--- src/rtl/cam_search_engine.sv ---
// cam_search_engine: valid-tagged CAM with binary-addressed writes/invalidates,
// a valid/ready search port, a pipelined compare/priority-encode path and a
// multi-cycle flush state machine that clears every valid bit.
module cam_search_engine #(
  parameter int CAM_WIDTH  = 8,
  parameter int CAM_DEPTH  = 8,
  parameter int ADDR_WIDTH = 3
) (
  input  logic                  clk,
  input  logic                  rst,
  input  logic                  wr_en,
  input  logic [ADDR_WIDTH-1:0] wr_addr,
  input  logic [CAM_WIDTH-1:0]  wr_data,
  input  logic                  wr_set,
  input  logic                  flush_req,
  output logic                  busy,
  input  logic                  srch_valid,
  output logic                  srch_ready,
  input  logic [CAM_WIDTH-1:0]  srch_key,
  input  logic [CAM_WIDTH-1:0]  srch_mask,
  output logic                  res_valid,
  output logic                  res_hit,
  output logic                  res_multi,
  output logic [ADDR_WIDTH-1:0] res_addr,
  output logic [CAM_DEPTH-1:0]  res_vec
);

  typedef enum logic {
    IDLE  = 1'b0,
    FLUSH = 1'b1
  } state_t;

  state_t                state, state_nxt;
  logic [ADDR_WIDTH-1:0] flush_cnt;
  logic [CAM_WIDTH-1:0]  entry [CAM_DEPTH];
  logic [CAM_DEPTH-1:0]  valid;

  logic                  accept;
  logic                  flush_go;
  logic                  wr_go;
  logic                  flush_last;
  logic [CAM_DEPTH-1:0]  match_vec;

  // match-capture stage (loaded on the accept edge)
  logic                  s1_valid;
  logic [CAM_DEPTH-1:0]  s1_vec;
  // encoded stage
  logic                  s2_valid;
  logic                  s2_hit;
  logic                  s2_multi;
  logic [ADDR_WIDTH-1:0] s2_addr;
  logic [CAM_DEPTH-1:0]  s2_vec;

  logic                  enc_hit;
  logic                  enc_multi;
  logic [ADDR_WIDTH-1:0] enc_addr;
  logic                  enc_found;

  // Control strobes derived from the current state and request inputs.
  always_comb begin
    accept     = srch_valid && (state == IDLE);
    flush_go   = flush_req && (state == IDLE);
    wr_go      = wr_en && (state == IDLE) && !flush_req;
    flush_last = (flush_cnt == ADDR_WIDTH'(CAM_DEPTH - 1));
  end

  // FSM state register.
  always_ff @(posedge clk or posedge rst) begin
    if (rst) begin
      state <= IDLE;
    end else begin
      state <= state_nxt;
    end
  end

  // FSM next-state logic; flush requests during FLUSH are ignored.
  always_comb begin
    state_nxt = state;
    case (state)
      IDLE:    if (flush_req) state_nxt = FLUSH;
      FLUSH:   if (flush_last) state_nxt = IDLE;
      default: state_nxt = IDLE;
    endcase
  end

  // FSM outputs, decoded from state only.
  always_comb begin
    busy       = (state == FLUSH);
    srch_ready = (state == IDLE);
  end

  // Flush index counter: restarts on flush entry, advances every FLUSH cycle.
  always_ff @(posedge clk or posedge rst) begin
    if (rst) begin
      flush_cnt <= '0;
    end else if (flush_go) begin
      flush_cnt <= '0;
    end else if (state == FLUSH) begin
      flush_cnt <= flush_cnt + 1'b1;
    end
  end

  // Entry storage and valid bits: writes/invalidates in IDLE, one clear per FLUSH cycle.
  always_ff @(posedge clk or posedge rst) begin
    if (rst) begin
      valid <= '0;
      for (int unsigned i = 0; i < CAM_DEPTH; i++) begin
        entry[i] <= '0;
      end
    end else if (state == FLUSH) begin
      valid[flush_cnt] <= 1'b0;
    end else if (wr_go) begin
      if (wr_set) begin
        entry[wr_addr] <= wr_data;
        valid[wr_addr] <= 1'b1;
      end else begin
        valid[wr_addr] <= 1'b0;
      end
    end
  end

  // Masked compare of the live key against every valid entry.
  always_comb begin
    match_vec = '0;
    for (int unsigned i = 0; i < CAM_DEPTH; i++) begin
      match_vec[i] = valid[i] && (((entry[i] ^ srch_key) & ~srch_mask) == '0);
    end
  end

  // The match vector is captured on the accept edge itself so a write on that
  // edge stays invisible to the search; encode and output registers follow,
  // giving a result in the cycle after the second edge past acceptance.
  always_ff @(posedge clk or posedge rst) begin
    if (rst) begin
      s1_valid <= 1'b0;
      s1_vec   <= '0;
    end else begin
      s1_valid <= accept;
      if (accept) begin
        s1_vec <= match_vec;
      end
    end
  end

  // Priority encoder: lowest set index wins; multi when two or more bits set.
  always_comb begin
    enc_addr  = '0;
    enc_found = 1'b0;
    for (int unsigned i = 0; i < CAM_DEPTH; i++) begin
      if (s1_vec[i] && !enc_found) begin
        enc_addr  = ADDR_WIDTH'(i);
        enc_found = 1'b1;
      end
    end
    enc_hit   = |s1_vec;
    enc_multi = |(s1_vec & (s1_vec - CAM_DEPTH'(1)));
  end

  // Encoded-result stage.
  always_ff @(posedge clk or posedge rst) begin
    if (rst) begin
      s2_valid <= 1'b0;
      s2_hit   <= 1'b0;
      s2_multi <= 1'b0;
      s2_addr  <= '0;
      s2_vec   <= '0;
    end else begin
      s2_valid <= s1_valid;
      if (s1_valid) begin
        s2_hit   <= enc_hit;
        s2_multi <= enc_multi;
        s2_addr  <= enc_addr;
        s2_vec   <= s1_vec;
      end
    end
  end

  // Result outputs: strobe for one cycle, fields hold between results.
  always_ff @(posedge clk or posedge rst) begin
    if (rst) begin
      res_valid <= 1'b0;
      res_hit   <= 1'b0;
      res_multi <= 1'b0;
      res_addr  <= '0;
      res_vec   <= '0;
    end else begin
      res_valid <= s2_valid;
      if (s2_valid) begin
        res_hit   <= s2_hit;
        res_multi <= s2_multi;
        res_addr  <= s2_addr;
        res_vec   <= s2_vec;
      end
    end
  end

endmodule

--- config.mk ---
export PLATFORM = sky130hd
export DESIGN_NAME = cam_search_engine
export DESIGN_NICKNAME = d
export VERILOG_FILES = /design/src/rtl/cam_search_engine.sv
export SDC_FILE = /design/constraint.sdc
export NUM_CORES = 1
export LEC_CHECK = 0
export ABC_AREA = 1
export CAP_MARGIN = 25
export CELL_PAD_IN_SITES_DETAIL_PLACEMENT = 1
export CELL_PAD_IN_SITES_GLOBAL_PLACEMENT = 1
export CORE_MARGIN = 4
export CORE_UTILIZATION = 43
export DETAILED_ROUTE_END_ITERATION = 12
export PLACE_DENSITY = 0.81
export SLEW_MARGIN = 15
export SYNTH_ARGS = -nofsm -noshare
export SYNTH_HDL_FRONTEND = slang
export SYNTH_SLANG_ARGS = --single-unit
--- constraint.sdc ---
create_clock -name clk -period 3.9 [get_ports clk]
set_input_delay 0.39 -clock clk [delete_from_list [all_inputs] [get_ports clk]]
set_output_delay 0.39 -clock clk [all_outputs]
set_load 0.005 [all_outputs]
* Word-level counts from Yosys, hierarchy flattened *
Cells that the tools add are included.

cells by class
  order comparisons = 6
  bitwise operators = 25
  add/subtract/negate cells = 2
  reduce and logical (&&, ||, !) cells = 43
  muxes and demuxes = 29
  equality and inequality tests = 1

operator list
  kind                                                 count
  AND 8 bit                                            11
  bitwise mux 64 bit                                   1
  zero test 8 bit                                      8
  XOR 8 bit                                            8
  two-way mux 8 bit                                    4
  demux 8 bit (select 3 bit)                           1
  NOT 8 bit                                            3
  logical AND 1 bit                                    22
  two-way mux 3 bit                                    7
  OR reduction 8 bit                                   2
  two-way mux 1 bit                                    12
  zero test 1 bit                                      8
  < comparator 3 x 4 -> 1 bit, second input constant   2
  OR 8 bit                                             1
  subtractor 8 x 1 -> 8 bit, second input constant     1
  demux 1 bit (select 3 bit)                           2
  >= comparator 3 x 1 -> 1 bit, second input constant  2
  >= comparator 4 bit, second input constant           1
  < comparator 4 x 1 -> 1 bit, second input constant   1
  NOT 3 -> 4 bit                                       1
  nonzero test 2 bit                                   2
  adder 3 x 1 -> 3 bit, second input constant          1
  equality test 3 bit, second input constant           1
  AND reduction 3 bit                                  1
  3 further kinds                                      3

word-level totals
  output and inout bits = 16
  bits in registers = 113

* Depth between registers and ports, before layout *
  depth after elaboration = 22
  depth in mapped cells = 10
  mapped depth without buffers = 8

* Least setup slack after synthesis *
No wires, ideal clock.

  kind = flip-flop to flip-flop
  start point = register state (netlist: busy)
  end point = register entry[58] in the netlist's numbering
  setup slack = 2,453 ps
  arrival time = 1,321 ps
  data required time = 3,774 ps
  path buffers = 3
  cell stages (with the launch flop) = 10
  library setup time = 126 ps
  path through = dfrtp_1 -> buf_6 -> nor2_8 -> nand2_4 -> inv_2 -> nand2_4 -> buf_12 -> nor2_8 -> buf_6 -> o21ai_0

on the way
  cells in the longest elaborated chain, start to end = 4

ends and longest elaborated chain
  what                               line  text
  start, declared                    33    state_t state, state_nxt;
  start signal, assigned             72    state <= state_nxt;
  NOT 1 bit (no line) (*)            -
  logical AND 1 bit (2 in series)    63    wr_go = wr_en && (state == IDLE) && !flush_req;
  AND reduction 3 bit (no line) (*)  -
  end signal, assigned by index      114   entry[wr_addr] <= wr_data;
  end, declared                      35    logic [CAM_WIDTH-1:0] entry [CAM_DEPTH];

Mark *: on every way between the ends. The rest lies on a longest branch, timed or not.
A chain may end at the register's enable or synchronous reset.

* Final worst setup path *
  start point = register state (netlist: busy)
  end point = output busy

RTL lines
  what           line  text
  end, declared  16    output logic busy,

No word-level cell between the ends.

==> metrics.md <==
| Metric | Value |
|---|---|
| Clk Tree Root Cell | `clkbuf_16` |
| Worst-path fanout max | `9` |
| GP Congestion | `0.863` |
| Hold Buf Count CTS | `0` |
| Worst path cell trace | `clkdlybuf4s50_1` |
| Area growth syn-to-layout | `19.4%` |
| Final setup violation count | `0` |
| Synthesized area | `just under 6000 µm²` |
| Number of clock sinks | `between 100 and 150` |
| Core area | `around 13000 µm²` |
| Top delay family on crit path | `flip-flops` |
| Primary FF master, synth | `dfrtp_1` |
| Status | `complete, no violations` |
| Via count | `roughly 5.3k` |
| Synth unique cells | `29` |
| HP Class | `primary input to async pin` |
| Setup WS pre-CTS | `1.68 ns` |
| Starting Density | `between 40 and 50%` |
| Crit. End Element | `output port` |
| Peak Freq | `between 500 and 600 MHz` |
| Synthesized instance count | `about 770` |
| Count leader, synth | `nand2_1` |
| Slowest cell on crit path | `dfrtp_1` |
| CTS tree | `yes` |
| First-pass GRT wire length | `approximately 29000 µm` |
| DIE AREA | `around 16000 µm²` |
| P_int | `approximately 3000 µW` |
| Post-CTS Repair Setup Buffers | `0` |
| Crit-path max cell delay | `~0.59 ns` |
| RSZ-0062 raised after global routing | `no` |
| RR Startpoint | `busy` |
| Crit path buffers/inverters | `1` |
| Setup CP Type | `flip-flop to output port` |
| Post-synth top area cell | `dfrtp_1` |
| Switch Pwr | `1440 µW` |
| Num ports | `a little under 50` |
| Yosys Warn Count | `0` |
| Fin. Hold Viols | `0` |
| H-tree level count | `4` |
| Max-cap violations | `0` |
| Skew-Pair Late Insertion Delay | `about 0.42 ns` |
| Final WS setup | `1.92 ns` |
| # diodes | `0` |
| Period utilization | `about half` |
| HPWL Detailed | `~12000 µm` |
| Clk network pwr share | `33.8%` |
| EDFF count, synth | `0` |
| WL met1 | `roughly 7700 µm` |
| Chip width | `approximately 120 µm` |
| Post_cts resized | `0` |
| Setup crit start | `busy` |
| Fillers | `between 1.5k and 2k` |
| Number of CTS-inserted buffers | `17` |
| Register share of total power | `between 40% and 50%` |
| Fin. max-slew vios | `0` |
| Worst-margin pin slew | `just under 0.9 ns` |
| Fin crit period | `just under 2 ns` |
| Final Power | `about 4500 µW` |
| WL met3 | `slightly below 800 µm` |
| Total wire length | `roughly 17000 µm` |
| Fin nets | `854` |
| Sw frac | `between 30% and 40%` |
| VDD IR max | `0.000362 V` |
| Synth top area share | `about 48%` |
| Pre-Repair DR Iteration Count | `5` |
| Clk buf depth | `2` |
| Port bufs | `48` |
| Worst EP required | `3.51 ns` |
| Gr ovfl total | `0` |
| CP Launch Type | `flip-flop` |
| Ranking of synthesized cells by area | `dfrtp_1 (48%), nand2_1 (16%), o21ai_0 (7.1%), inv_1 (6.9%), nand3_1 (5.7%)` |
| Final routed DRC violation total | `0` |
| Row Count | `42` |
| Chip Height | `~120 µm` |
| Setup TNS | `0 ns` |
| PD cells | `about 640 nW/µm²` |
| Antenna violations before repair | `0` |
| Register area share after synthesis | `48.3%` |
| Largest net degree at the start of global routing | `66` |
| Syn nets | `approximately 810` |
| Ys async rst share | `100%` |
| Max_slew headroom | `about two fifths` |
| Vias in the first global route | `5733` |
| Commonest cells in the synthesized netlist | `nand2_1 (250), dfrtp_1 (113), inv_1 (107)` |
| Highest layer used for signal routing | `met4` |
| DRT iter0 DRCs | `417` |
| Share of layout cells above drive strength 1 | `approximately 7.2%` |
| Antenna Nets Post-Route | `0` |
| Seq cells post-synth | `about 110` |
| Clk slew on worst S/H paths | `approximately 0.050 ns` |
| Pleak | `0.00353 µW` |
| Tot GR Track Use | `about a quarter` |
| Clk_skew | `approximately 0.0055 ns` |
| Avg Vias per Cell | `approximately 5.2` |
| Data arrival, critical path | `between 1.5 and 2 ns` |
| Comb pwr share | `25.8%` |
| Met2 Routed Length | `around 8500 µm` |
| DR WL/cell | `between 15 and 20 µm` |
| Syn avg cell area | `7.58 µm²` |
[logic make-up (layout without fill, tap and decap cells)]
logic type / after synthesis / in the layout / share of synthesized area [%]
simple gates: 392 / 392 / 28.9
buf+inv: 131 / 188 / 9.62
compound gates: 130 / 130 / 11.8
flops: 113 / 113 / 48.3
mux: 5 / 5 / 0.961
fa+ha+maj: 2 / 2 / 0.427
[cell usage in the layout (no fill, tap or decap), types with 4 or more instances in the layout]
| master | count |
|---|---|
| nand2_1 | 250 |
| dfrtp_1 | 113 |
| inv_1 | 106 |
| o21ai_0 | 83 |
| nand3_1 | 67 |
| nor2_1 | 58 |
| clkdlybuf4s50_1 | 48 |
| a21oi_1 | 28 |
| clkbuf_16 | 17 |
| o21ai_2 | 8 |
| clkbuf_8 | 7 |
| o22ai_1 | 6 |
| nor2_8 | 5 |
| mux2_2 | 5 |
| clkinv_2 | 4 |
[metrics by stage]
step | hold WS (ns) | util (%) | cell area [µm²] | std cells
final | 0.477 | 52.6 | 6990 | 1006
after floorplan | 0.398 | - | 5860 | 773
after global routing | 0.518 | 52.6 | 6990 | 1006
after global placement | 0.477 | 48.3 | 6420 | 976
after CTS | 0.492 | 52.6 | 6990 | 1006
after detailed placement | 0.479 | 48.3 | 6420 | 976
[state kept, by name (all words and copies together), names as in the netlist, named ones only]
name       flops
s2_multi       1
s2_valid       1
res_multi      1
s2_hit         1
s1_valid       1
flush_cnt      3
s1_vec         8
res_vec        8
res_valid      1
busy           1
res_addr       3
s2_vec         8
entry         64
res_hit        1
s2_addr        3
[final timing paths]
check | endpoint | slack [ns] | depth (start not counted)
setup / recovery | busy | 1.92 | 1
hold / removal | entry[62] | 0.48 | 2
setup reg to reg | s1_vec[2] | 1.93 | 7
hold reg to reg | s2_vec[5] | 0.49 | 2
max in group asynchronous | res_vec[7] | 2.45 | 3
min in group clk | s2_vec[5] | 0.49 | 2
[layout make-up]
| cell class | instances | area (µm²) | share of cell area, % |
|---|---|---|---|
| timing repair buffer | 50 | 495 | 7.09 |
| inverter | 108 | 408 | 5.83 |
| tap | 176 | 220 | 3.15 |
| clock inverter | 5 | 50.0 | 0.716 |
| multi-input combinational | 529 | 2460 | 35.3 |
| sequential | 113 | 2830 | 40.4 |
| clock buffer | 25 | 526 | 7.52 |
[power groups by stage]
stage	Combinational [µW]	Clock [µW]	Sequential, µW
floorplan	743	0	1740
global placement	1070	0	1790
detailed placement	1140	0	1820
CTS	1160	1520	1800
global route	1330	1580	1860
finish	1150	1500	1800
[routing by layer]
layer  track usage [%]  vias to the layer above
met4              6.83                        0
met2              39.1                      113
met5                 0                        -
li1                  -                     2529
met1              30.7                     2608
met3              5.27                       29
No activity file was read; power rests on OpenSTA's default activity.
